<file path="src/rtl/angle_finder.sv">
// ----------------------------------------------------------------------------
// angle_finder
//   Inverse sine/cosine lookup. Given a signed fixed-point value, returns the
//   integer-degree angle whose sine (op_selector=0) or cosine (op_selector=1)
//   is nearest to it. A fixed-length binary search runs over an internal
//   91-entry quarter-wave sine ROM with a registered read port. A neighbour
//   refinement step follows, then the quadrant mapping. Latency is fixed.
//
// Ports
//   clk          in   1   rising-edge clock
//   rst          in   1   asynchronous active-high reset
//   start        in   1   request, sampled only while idle
//   op_selector  in   1   0 = arcsin, 1 = arccos (captured with start)
//   value        in   32  signed two's complement, FRAC fractional bits
//   busy         out  1   search in progress
//   done         out  1   one-cycle pulse, angle/err valid
//   angle        out  32  result in degrees, held until the next done
//   err          out  1   input magnitude exceeded ONE, held with angle
// ----------------------------------------------------------------------------
module angle_finder #(
    parameter int FRAC = 16,
    parameter int LAT  = 17
) (
    input  logic        clk,
    input  logic        rst,
    input  logic        start,
    input  logic        op_selector,
    input  logic [31:0] value,
    output logic        busy,
    output logic        done,
    output logic [31:0] angle,
    output logic        err
);

    localparam logic [31:0] ONE = 32'd1 << FRAC;
    // Capture, neighbour read, neighbour compare and map take 3 cycles;
    // each search iteration takes an address and a compare cycle.
    localparam int SEARCH_ITERS = (LAT - 3) / 2;
    localparam logic [2:0] LAST_ITER = 3'(SEARCH_ITERS - 1);

    typedef enum logic [2:0] {
        IDLE   = 3'd0,
        S_ADDR = 3'd1,
        S_CMP  = 3'd2,
        N_ADDR = 3'd3,
        N_CMP  = 3'd4,
        MAP    = 3'd5
    } state_t;

    // Quarter-wave table, round(sin(d deg) * 2^16); entry 90 is ONE exactly.
    function automatic logic [31:0] rom_lookup(input logic [6:0] idx);
        logic [31:0] q16;
        case (idx)
            7'd0:  q16 = 32'd0;      7'd1:  q16 = 32'd1144;   7'd2:  q16 = 32'd2287;
            7'd3:  q16 = 32'd3430;   7'd4:  q16 = 32'd4572;   7'd5:  q16 = 32'd5712;
            7'd6:  q16 = 32'd6850;   7'd7:  q16 = 32'd7987;   7'd8:  q16 = 32'd9121;
            7'd9:  q16 = 32'd10252;  7'd10: q16 = 32'd11380;  7'd11: q16 = 32'd12505;
            7'd12: q16 = 32'd13626;  7'd13: q16 = 32'd14742;  7'd14: q16 = 32'd15855;
            7'd15: q16 = 32'd16962;  7'd16: q16 = 32'd18064;  7'd17: q16 = 32'd19161;
            7'd18: q16 = 32'd20252;  7'd19: q16 = 32'd21336;  7'd20: q16 = 32'd22415;
            7'd21: q16 = 32'd23486;  7'd22: q16 = 32'd24550;  7'd23: q16 = 32'd25607;
            7'd24: q16 = 32'd26656;  7'd25: q16 = 32'd27697;  7'd26: q16 = 32'd28729;
            7'd27: q16 = 32'd29753;  7'd28: q16 = 32'd30767;  7'd29: q16 = 32'd31772;
            7'd30: q16 = 32'd32768;  7'd31: q16 = 32'd33754;  7'd32: q16 = 32'd34729;
            7'd33: q16 = 32'd35693;  7'd34: q16 = 32'd36647;  7'd35: q16 = 32'd37590;
            7'd36: q16 = 32'd38521;  7'd37: q16 = 32'd39441;  7'd38: q16 = 32'd40348;
            7'd39: q16 = 32'd41243;  7'd40: q16 = 32'd42126;  7'd41: q16 = 32'd42995;
            7'd42: q16 = 32'd43852;  7'd43: q16 = 32'd44695;  7'd44: q16 = 32'd45525;
            7'd45: q16 = 32'd46341;  7'd46: q16 = 32'd47143;  7'd47: q16 = 32'd47930;
            7'd48: q16 = 32'd48703;  7'd49: q16 = 32'd49461;  7'd50: q16 = 32'd50203;
            7'd51: q16 = 32'd50931;  7'd52: q16 = 32'd51643;  7'd53: q16 = 32'd52339;
            7'd54: q16 = 32'd53020;  7'd55: q16 = 32'd53684;  7'd56: q16 = 32'd54332;
            7'd57: q16 = 32'd54963;  7'd58: q16 = 32'd55578;  7'd59: q16 = 32'd56175;
            7'd60: q16 = 32'd56756;  7'd61: q16 = 32'd57319;  7'd62: q16 = 32'd57865;
            7'd63: q16 = 32'd58393;  7'd64: q16 = 32'd58903;  7'd65: q16 = 32'd59396;
            7'd66: q16 = 32'd59870;  7'd67: q16 = 32'd60326;  7'd68: q16 = 32'd60764;
            7'd69: q16 = 32'd61183;  7'd70: q16 = 32'd61584;  7'd71: q16 = 32'd61966;
            7'd72: q16 = 32'd62328;  7'd73: q16 = 32'd62672;  7'd74: q16 = 32'd62997;
            7'd75: q16 = 32'd63303;  7'd76: q16 = 32'd63589;  7'd77: q16 = 32'd63856;
            7'd78: q16 = 32'd64104;  7'd79: q16 = 32'd64332;  7'd80: q16 = 32'd64540;
            7'd81: q16 = 32'd64729;  7'd82: q16 = 32'd64898;  7'd83: q16 = 32'd65048;
            7'd84: q16 = 32'd65177;  7'd85: q16 = 32'd65287;  7'd86: q16 = 32'd65376;
            7'd87: q16 = 32'd65446;  7'd88: q16 = 32'd65496;  7'd89: q16 = 32'd65526;
            7'd90: q16 = 32'd65536;
            default: q16 = 32'd0;
        endcase
        return q16;
    endfunction

    state_t      state_q, state_d;
    logic        op_q, op_d;
    logic        sign_q, sign_d;
    logic        err_pend_q, err_pend_d;
    logic [31:0] a_q, a_d;
    logic [6:0]  lo_q, lo_d;
    logic [6:0]  hi_q, hi_d;
    logic [6:0]  mid_q, mid_d;
    logic [2:0]  iter_q, iter_d;
    logic [31:0] r_hi_q, r_hi_d;
    logic [31:0] rom_q, rom_d;
    logic        busy_q, busy_d;
    logic        done_q, done_d;
    logic [31:0] angle_q, angle_d;
    logic        err_q, err_d;

    logic [6:0]  rom_addr_s;
    logic [7:0]  mid_sum_s;
    logic [31:0] abs_s;
    logic        range_err_s;

    // Next-state and datapath logic for the whole search sequence.
    always_comb begin
        state_d    = state_q;
        op_d       = op_q;
        sign_d     = sign_q;
        err_pend_d = err_pend_q;
        a_d        = a_q;
        lo_d       = lo_q;
        hi_d       = hi_q;
        mid_d      = mid_q;
        iter_d     = iter_q;
        r_hi_d     = r_hi_q;
        busy_d     = busy_q;
        done_d     = 1'b0;
        angle_d    = angle_q;
        err_d      = err_q;
        rom_addr_s = 7'd0;

        // lo+hi can reach 180, so the midpoint sum needs an extra bit.
        mid_sum_s   = {1'b0, lo_q} + {1'b0, hi_q};
        abs_s       = value[31] ? (32'd0 - value) : value;
        // 0x80000000 negates to itself, which is already above ONE.
        range_err_s = (abs_s > ONE);

        case (state_q)
            IDLE: begin
                if (start) begin
                    op_d       = op_selector;
                    sign_d     = value[31];
                    err_pend_d = range_err_s;
                    a_d        = range_err_s ? ONE : abs_s;
                    lo_d       = 7'd0;
                    hi_d       = 7'd90;
                    mid_d      = 7'd0;
                    iter_d     = 3'd0;
                    r_hi_d     = ONE;
                    busy_d     = 1'b1;
                    state_d    = S_ADDR;
                end else begin
                    state_d = IDLE;
                end
            end
            S_ADDR: begin
                rom_addr_s = mid_sum_s[7:1];
                mid_d      = mid_sum_s[7:1];
                state_d    = S_CMP;
            end
            S_CMP: begin
                // Once the interval has collapsed the remaining iterations idle,
                // keeping the latency fixed.
                if (lo_q < hi_q) begin
                    if (rom_q >= a_q) begin
                        hi_d   = mid_q;
                        r_hi_d = rom_q;
                    end else begin
                        lo_d = mid_q + 7'd1;
                    end
                end else begin
                    lo_d = lo_q;
                end
                iter_d = iter_q + 3'd1;
                if (iter_q == LAST_ITER) begin
                    state_d = N_ADDR;
                end else begin
                    state_d = S_ADDR;
                end
            end
            N_ADDR: begin
                // lo == hi == d here; r_hi already holds rom[d].
                rom_addr_s = (lo_q == 7'd0) ? 7'd0 : (lo_q - 7'd1);
                state_d    = N_CMP;
            end
            N_CMP: begin
                // Step down only when the lower neighbour is strictly closer.
                if ((lo_q != 7'd0) && ((r_hi_q - a_q) > (a_q - rom_q))) begin
                    lo_d = lo_q - 7'd1;
                end else begin
                    lo_d = lo_q;
                end
                state_d = MAP;
            end
            MAP: begin
                if (op_q == 1'b0) begin
                    if (sign_q == 1'b0) begin
                        angle_d = {25'd0, lo_q};
                    end else if (lo_q == 7'd0) begin
                        angle_d = 32'd0;
                    end else begin
                        angle_d = 32'd360 - {25'd0, lo_q};
                    end
                end else begin
                    if (sign_q == 1'b0) begin
                        angle_d = 32'd90 - {25'd0, lo_q};
                    end else begin
                        angle_d = 32'd90 + {25'd0, lo_q};
                    end
                end
                err_d   = err_pend_q;
                done_d  = 1'b1;
                busy_d  = 1'b0;
                state_d = IDLE;
            end
            default: begin
                busy_d  = 1'b0;
                state_d = IDLE;
            end
        endcase

        rom_d = rom_lookup(rom_addr_s);
    end

    // State, search registers, ROM read register and outputs.
    always_ff @(posedge clk or posedge rst) begin
        if (rst) begin
            state_q    <= IDLE;
            op_q       <= 1'b0;
            sign_q     <= 1'b0;
            err_pend_q <= 1'b0;
            a_q        <= 32'd0;
            lo_q       <= 7'd0;
            hi_q       <= 7'd0;
            mid_q      <= 7'd0;
            iter_q     <= 3'd0;
            r_hi_q     <= 32'd0;
            rom_q      <= 32'd0;
            busy_q     <= 1'b0;
            done_q     <= 1'b0;
            angle_q    <= 32'd0;
            err_q      <= 1'b0;
        end else begin
            state_q    <= state_d;
            op_q       <= op_d;
            sign_q     <= sign_d;
            err_pend_q <= err_pend_d;
            a_q        <= a_d;
            lo_q       <= lo_d;
            hi_q       <= hi_d;
            mid_q      <= mid_d;
            iter_q     <= iter_d;
            r_hi_q     <= r_hi_d;
            rom_q      <= rom_d;
            busy_q     <= busy_d;
            done_q     <= done_d;
            angle_q    <= angle_d;
            err_q      <= err_d;
        end
    end

    assign busy  = busy_q;
    assign done  = done_q;
    assign angle = angle_q;
    assign err   = err_q;

endmodule
</file>
<file path="config.mk">
export PLATFORM = sky130hd
export DESIGN_NAME = angle_finder
export DESIGN_NICKNAME = d
export VERILOG_FILES = /design/src/rtl/angle_finder.sv
export SDC_FILE = /design/constraint.sdc
export NUM_CORES = 1
export LEC_CHECK = 0
export ABC_AREA = 1
export BUFFER_PORTS_ARGS = -buffer_cell sky130_fd_sc_hd__buf_2
export CORE_ASPECT_RATIO = 1.75
export CORE_MARGIN = 3
export CORE_UTILIZATION = 40
export DETAILED_ROUTE_END_ITERATION = 10
export SLEW_MARGIN = 25
export SYNTH_ARGS = -nofsm -noshare
export SYNTH_HDL_FRONTEND = slang
export SYNTH_SLANG_ARGS = --single-unit
</file>
<file path="constraint.sdc">
create_clock -name clk -period 8.25 [get_ports clk]
set_input_delay 1.65 -clock clk [delete_from_list [all_inputs] [get_ports clk]]
set_output_delay 1.65 -clock clk [all_outputs]
set_load 0.05 [all_outputs]
</file>
== After elaboration in Yosys (flattened, before gate mapping) ==
Memory sizes are Yosys's and may differ from the RTL's. A register that Yosys moved wholly into a read port is not among the register bits.
Cells that the tools add are included.

* Bitwise logic cells: 1
* Reductions and logical operators: 14
* Multipliers: 0
* $add $sub $neg: 10
* $lt $le $gt $ge: 4
* Divide/modulo/power cells: 0
* Shift operators: 0
* Equal/unequal tests: 11
* Mux-type cells: 30

{| class="wikitable"
|+ Operator list
! kind !! number
|-
| $mux W32 || 9
|-
| $pmux W32 S2 || 1
|-
| $sub A32 B32 Y32 || 2
|-
| $mux W7 || 8
|-
| $pmux W7 S2 || 3
|-
| $ge A32 B32 Y1 || 1
|-
| $gt A32 B17 Y1 const B || 1
|-
| $gt A32 B32 Y1 || 1
|-
| $sub A1 B32 Y32 const A || 1
|-
| $pmux W7 S3 || 1
|-
| $pmux W3 S5 || 1
|-
| $ne A2 B2 Y1 const B || 5
|-
| $sub A9 B7 Y10 const A || 1
|-
| $eq A3 B3 Y1 const B || 3
|-
| $add A7 B7 Y8 || 1
|-
| $add A7 B7 Y8 const A || 1
|-
| $reduce_and A2 Y1 || 4
|-
| $sub A7 B7 Y8 const A || 1
|-
| $add A7 B1 Y7 const B || 1
|-
| $logic_not A7 Y1 || 1
|-
| $lt A7 B7 Y1 || 1
|-
| $reduce_bool A7 Y1 || 1
|-
| $sub A7 B1 Y7 const B || 1
|-
| $eq A3 B2 Y1 const B || 2
|-
| other kinds (15) || 18
|}

* Output and inout port bits: 35
* Memory bits (writable): 0
* Memories kept: 1
* Latch bits: 0
* Input bits: 36
* Logic and storage cells: 86
* Memory bits (read-only): 2176
* Flip-flop bits (word level): 161

{| class="wikitable"
|+ Memories
! name !! words !! width !! read ports !! clocked after Yosys merged registers in !! wr ports !! RTL line !! text
|-
| (no name shown) || 128 || 17 || 1 || 1 || 0 || 53 || <nowiki>case (idx)</nowiki>
|}

== Logic depth before layout (Yosys ltp) ==
* Depth after elaboration: 5
* Gate-level depth with buffers: 27
* Gate-level depth less buffers: 27

== Worst setup path before layout ==
OpenSTA, ideal clock, no wires.

* Kind: reg2reg
* Start point: reg a_q[0]
* End point: reg lo_q[1]
* Stages on the path, launching flop included: 28
* Period minus slack after synthesis: 3582 ps
* Path slack: 4668 ps
* Arrival: 3515 ps
* Library setup time: 66 ps
* Buffers on the path: 0
* Cell sequence: dfrtp_1 > inv_1 > ha_1 > inv_1 > fa_1 > nand3_1 > nand2_1 > a21oi_2 > o21ai_2 > a21boi_0 > o21ai_1 > nand3_1 > nand3_1 > nand2_1 > nand2_1 > ha_1 > nand2_1 > inv_1 > nand3_1 > nor3_1 > nand2_1 > nor3_1 > nor3_1 > o21ai_0 > nand2_1 > nand3_1 > nand2_1 > nand2_1

* Cells in the longest elaborated chain, start to end: 5
* Elaborated cells between the ends (all ways): 8
* Classes of those cells: add/sub (2); order compare (2); eq/ne (2); reduce/logical (2)

{| class="wikitable"
|+ RTL lines
! item !! RTL line !! text
|-
| start, declared || 94 || <nowiki>logic [31:0] a_q, a_d;</nowiki>
|-
| start signal, assigned || 229 || <nowiki>a_q <= 32'd0;</nowiki>
|-
| start signal, assigned || 245 || <nowiki>a_q <= a_d;</nowiki>
|-
| $sub A32 B32 Y32 || 185 || <nowiki>if ((lo_q != 7'd0) && ((r_hi_q - a_q) > (a_q - rom_q))) begin</nowiki>
|-
| $gt A32 B32 Y1 || 185 ||
|-
| $logic_and A1 B1 Y1 || 185 ||
|-
| $ne A2 B2 Y1 (no line) || - ||
|-
| $reduce_and A5 Y1 (no line) * || - ||
|-
| end signal, assigned || 246 || <nowiki>lo_q <= lo_d;</nowiki>
|-
| end, declared || 95 || <nowiki>logic [6:0] lo_q, lo_d;</nowiki>
|}

Every way passes the cells marked *; elsewhere a longest branch is shown, timed or not.
A chain may end at the register's enable or synchronous reset.

== Worst setup path in the final report ==
* Start point: reg a_q[13]
* End point: reg lo_q[2]

Same word-level chain as after synthesis.

==> results.json <==
{
  "status": "finished clean",
  "setup_viol": 0,
  "maxSlewViolCount": 0,
  "antenna_found_initial": 0,
  "dp_cells": 2195,
  "cts.sinks": 109,
  "vias_per_cell": 5.44,
  "diodes": 0,
  "grt.overflow.total": 0,
  "max_freq_ghz": 0.224,
  "syn_inst": 1818,
  "path_max_fanout": 8,
  "crit_path_start_kind": "flop",
  "ant_nets": 0,
  "holdPathEnd": "angle[1]",
  "worstReg2RegStart": "a_q[13]",
  "synth-compound-area-share": 0.142,
  "area_delta_synth_final_pct": 6.05,
  "fin_cells": 2211,
  "critPathCaptureType": "flop",
  "syn_area_sq_mm": 0.0118,
  "cts_max_level": 3,
  "yosys_warnings": 0,
  "multiInputGateArea_sq_mm": 0.00771,
  "fp.dieH_um": 233,
  "n_fill_cell": 3132,
  "worst_slew_pin_slew_ns": 0.901,
  "cts_hold_buffers": 0,
  "timing.final.crit_share": 0.541,
  "cts_setup_buffers": 0,
  "yosysSeqAreaShare": 0.232,
  "drt_wl_total_mm": 38.0,
  "min_path_cells": 2,
  "drive_gt1_frac": 0.0829,
  "yosys.area_share.simple": 0.342,
  "ff2ff_setup_slack_ns": 3.79,
  "crit_required_ns": 8.51,
  "first_iter_violations": 620,
  "cts_buffer_depth": 2,
  "cts_tree": "done",
  "coreArea_sq_mm": 0.0288,
  "ys_seq_elements": 109,
  "fin_setup_tns_ns": 0,
  "start_util": 0.408,
  "finalCriticalPeriod_ns": 4.46,
  "top_level_ports": 71,
  "finalHoldViolations": 0,
  "num-nets-final": 1972,
  "avgRoutedWirePerCell_um": 17.2,
  "cts_resized": 0,
  "cts-buffers-inserted": 9,
  "synthMuxAreaShare": 0,
  "syn_area_per_cell_sq_um": 6.46,
  "regArea_sq_mm": 0.00273,
  "worstPathArrival_ns": 4.73,
  "synth_xor_area_frac": 0.0537,
  "synth_edf_count": 0,
  "p_leak_nw": 6.67,
  "vias": 12000,
  "vdd_ir_drop_max_mv": 0.182,
  "rsz0062_at_grt": "false",
  "relSlewSlack": 0.399,
  "clock_latency_ns": 0.37,
  "skew_ns": 0.00799,
  "hpwl_mm": 30.5,
  "r2r_cells": 24,
  "grt_pass1_vias": 11700,
  "gp_congestion": 1.02,
  "power.density_mw_per_mm2": 487,
  "die-area_sq_mm": 0.0316,
  "r2r_end": "lo_q[2]",
  "dr.pass1.iters": 5,
  "critical_path_class": "flop to flop",
  "num_rows": 82,
  "min_path_type": "flop to flop",
  "finalPower_mw": 6.07,
  "synthAdderAreaFrac": 0.118,
  "ys.flop_type": "dfrtp_1",
  "path_clk_slew_ns": 0.08,
  "die_w_um": 136,
  "cts-root-buf": "clkbuf_16",
  "worstHoldStart": "angle[1]",
  "synth_top_cell_area_share": 0.232,
  "drc": 0,
  "ys_top_cells_by_area": "dfrtp_1 23%, nand2_1 16%, ha_1 11%, nand3_1 7.3%, inv_1 6.7%",
  "grt_pass1_wl_mm": 60.2,
  "grtUsageTotal": 0.241,
  "yosys.area.top_type": "dfrtp_1",
  "async_reset_ff_frac": 1.00,
  "synth_cell_types": 52,
  "synth_fp_nets": 1962,
  "grt_max_degree": 71,
  "synth_top_family_by_area": "simple AND/OR/NAND/NOR gates",
  "maxCapViolCount": 0,
  "numPortBuffers": 70
}
per-stage QoR:
| step | hold slack (ns) | utilization | setup slack (ns) | instance area (sq um) |
|---|---|---|---|---|
| after floorplan | 0.449 | - | 3.73 | 11800 |
| after global placement | 0.460 | 0.421 | 3.75 | 12200 |
| after detailed placement | 0.465 | 0.421 | 3.73 | 12200 |
| after CTS | 0.484 | 0.432 | 3.70 | 12500 |
| after global routing | 0.499 | 0.432 | 3.32 | 12500 |
| final | 0.476 | 0.432 | 3.79 | 12500 |
layer usage:
layer	wire length [um]	global-route usage	vias up
met5	0	0	-
met4	2920	0.165	0
met3	1260	0.0234	149
met2	20200	0.460	415
met1	13600	0.241	5498
li1	-	-	5957
layout make-up:
class | count | area share
clock inverter | 7 | 0.00653
inverter | 226 | 0.0683
tap | 378 | 0.0380
multi-input combinational | 1406 | 0.619
clock buffer | 9 | 0.0181
timing repair buffer | 76 | 0.0317
sequential | 109 | 0.219
where the power goes:
part,switching [mW],total [mW],internal [mW],leakage [nW]
Combinational,3.17,4.75,1.57,5.07
Sequential,0.164,0.858,0.694,1.44
Clock,0.221,0.462,0.241,0.152
layout by cell type, fill, tap and decap left out, types with 14 or more instances in the layout:
cell type	netlist	routed
o21ai_0	107	107
o21ai_1	15	15
inv_2	15	15
nand2_1	495	495
o211ai_1	15	15
nor2_1	153	153
nand4_1	46	46
xnor2_1	24	24
a21oi_1	102	102
buf_2	22	70
o21ai_2	15	14
nor3_1	24	24
nand3_1	171	171
xor2_1	48	48
dfrtp_1	109	109
ha_1	104	104
inv_1	209	208
registers in the layout, summed over array words and instances, names as in the netlist:
signal	cells
done	1
rom_q	17
mid_q	7
lo_q	7
err	1
angle	10
sign_q	1
a_q	32
hi_q	7
r_hi_q	17
err_pend_q	1
busy	1
op_q	1
state_q	3
iter_q	3
worst max-delay path, stage by stage (launching register included):
cell and delay [ns]:
dfrtp_1 0.40, inv_1 0.06, ha_1 0.39, nand2_1 0.14
nor2_1 0.24, nand4_1 0.12, o21ai_0 0.52, a21o_1 0.30
nand2_1 0.12, or2_2 0.30, xnor2_1 0.13, inv_1 0.05
ha_1 0.29, nand4_1 0.07, inv_1 0.05, nand2_1 0.06
inv_1 0.05, nand2_1 0.08, nor3_1 0.05, nor3_1 0.12
o21ai_0 0.11, nand2_1 0.22, nand3_1 0.27, nand2_1 0.13
nand2_1 0.05
Yosys cell counts (all sizes together), types with 3 or more instances:
| cell type | instances |
|---|---|
| a2bb2oi | 3 |
| nand2 | 507 |
| buf | 59 |
| inv | 224 |
| o21a | 6 |
| a31oi | 4 |
| a21o | 5 |
| nor2 | 161 |
| nor3 | 24 |
| nor4 | 4 |
| nand3b | 9 |
| nand4 | 47 |
| o21ai | 137 |
| xor2 | 48 |
| o211ai | 15 |
| or2 | 5 |
| o22ai | 3 |
| a21boi | 3 |
| fa | 4 |
| a21oi | 105 |
| nand3 | 172 |
| ha | 104 |
| o21bai | 4 |
| clkbuf | 18 |
| xnor2 | 24 |
| dfrtp | 109 |
cell families after synthesis:
| kind of cell | count (synthesis) |
|---|---|
| adders and majority gates | 108 |
| buffers and inverters | 303 |
| xor gates and xnor gates | 72 |
| DFF | 109 |
| and+or+nand+nor | 933 |
| AOI/OAI and AO/OA | 293 |
worst max path at each step:
stage / startpoint / end / slack (ns)
2_1_floorplan: rst / a_q[0] / 3.73
3_3_place_gp: a_q[13] / lo_q[3] / 3.75
3_5_place_dp: a_q[13] / lo_q[1] / 3.73
4_1_cts: a_q[13] / lo_q[3] / 3.70
5_1_grt: a_q[13] / lo_q[3] / 3.32
6_report: a_q[13] / lo_q[2] / 3.79
(Power assumes the default switching activity.)
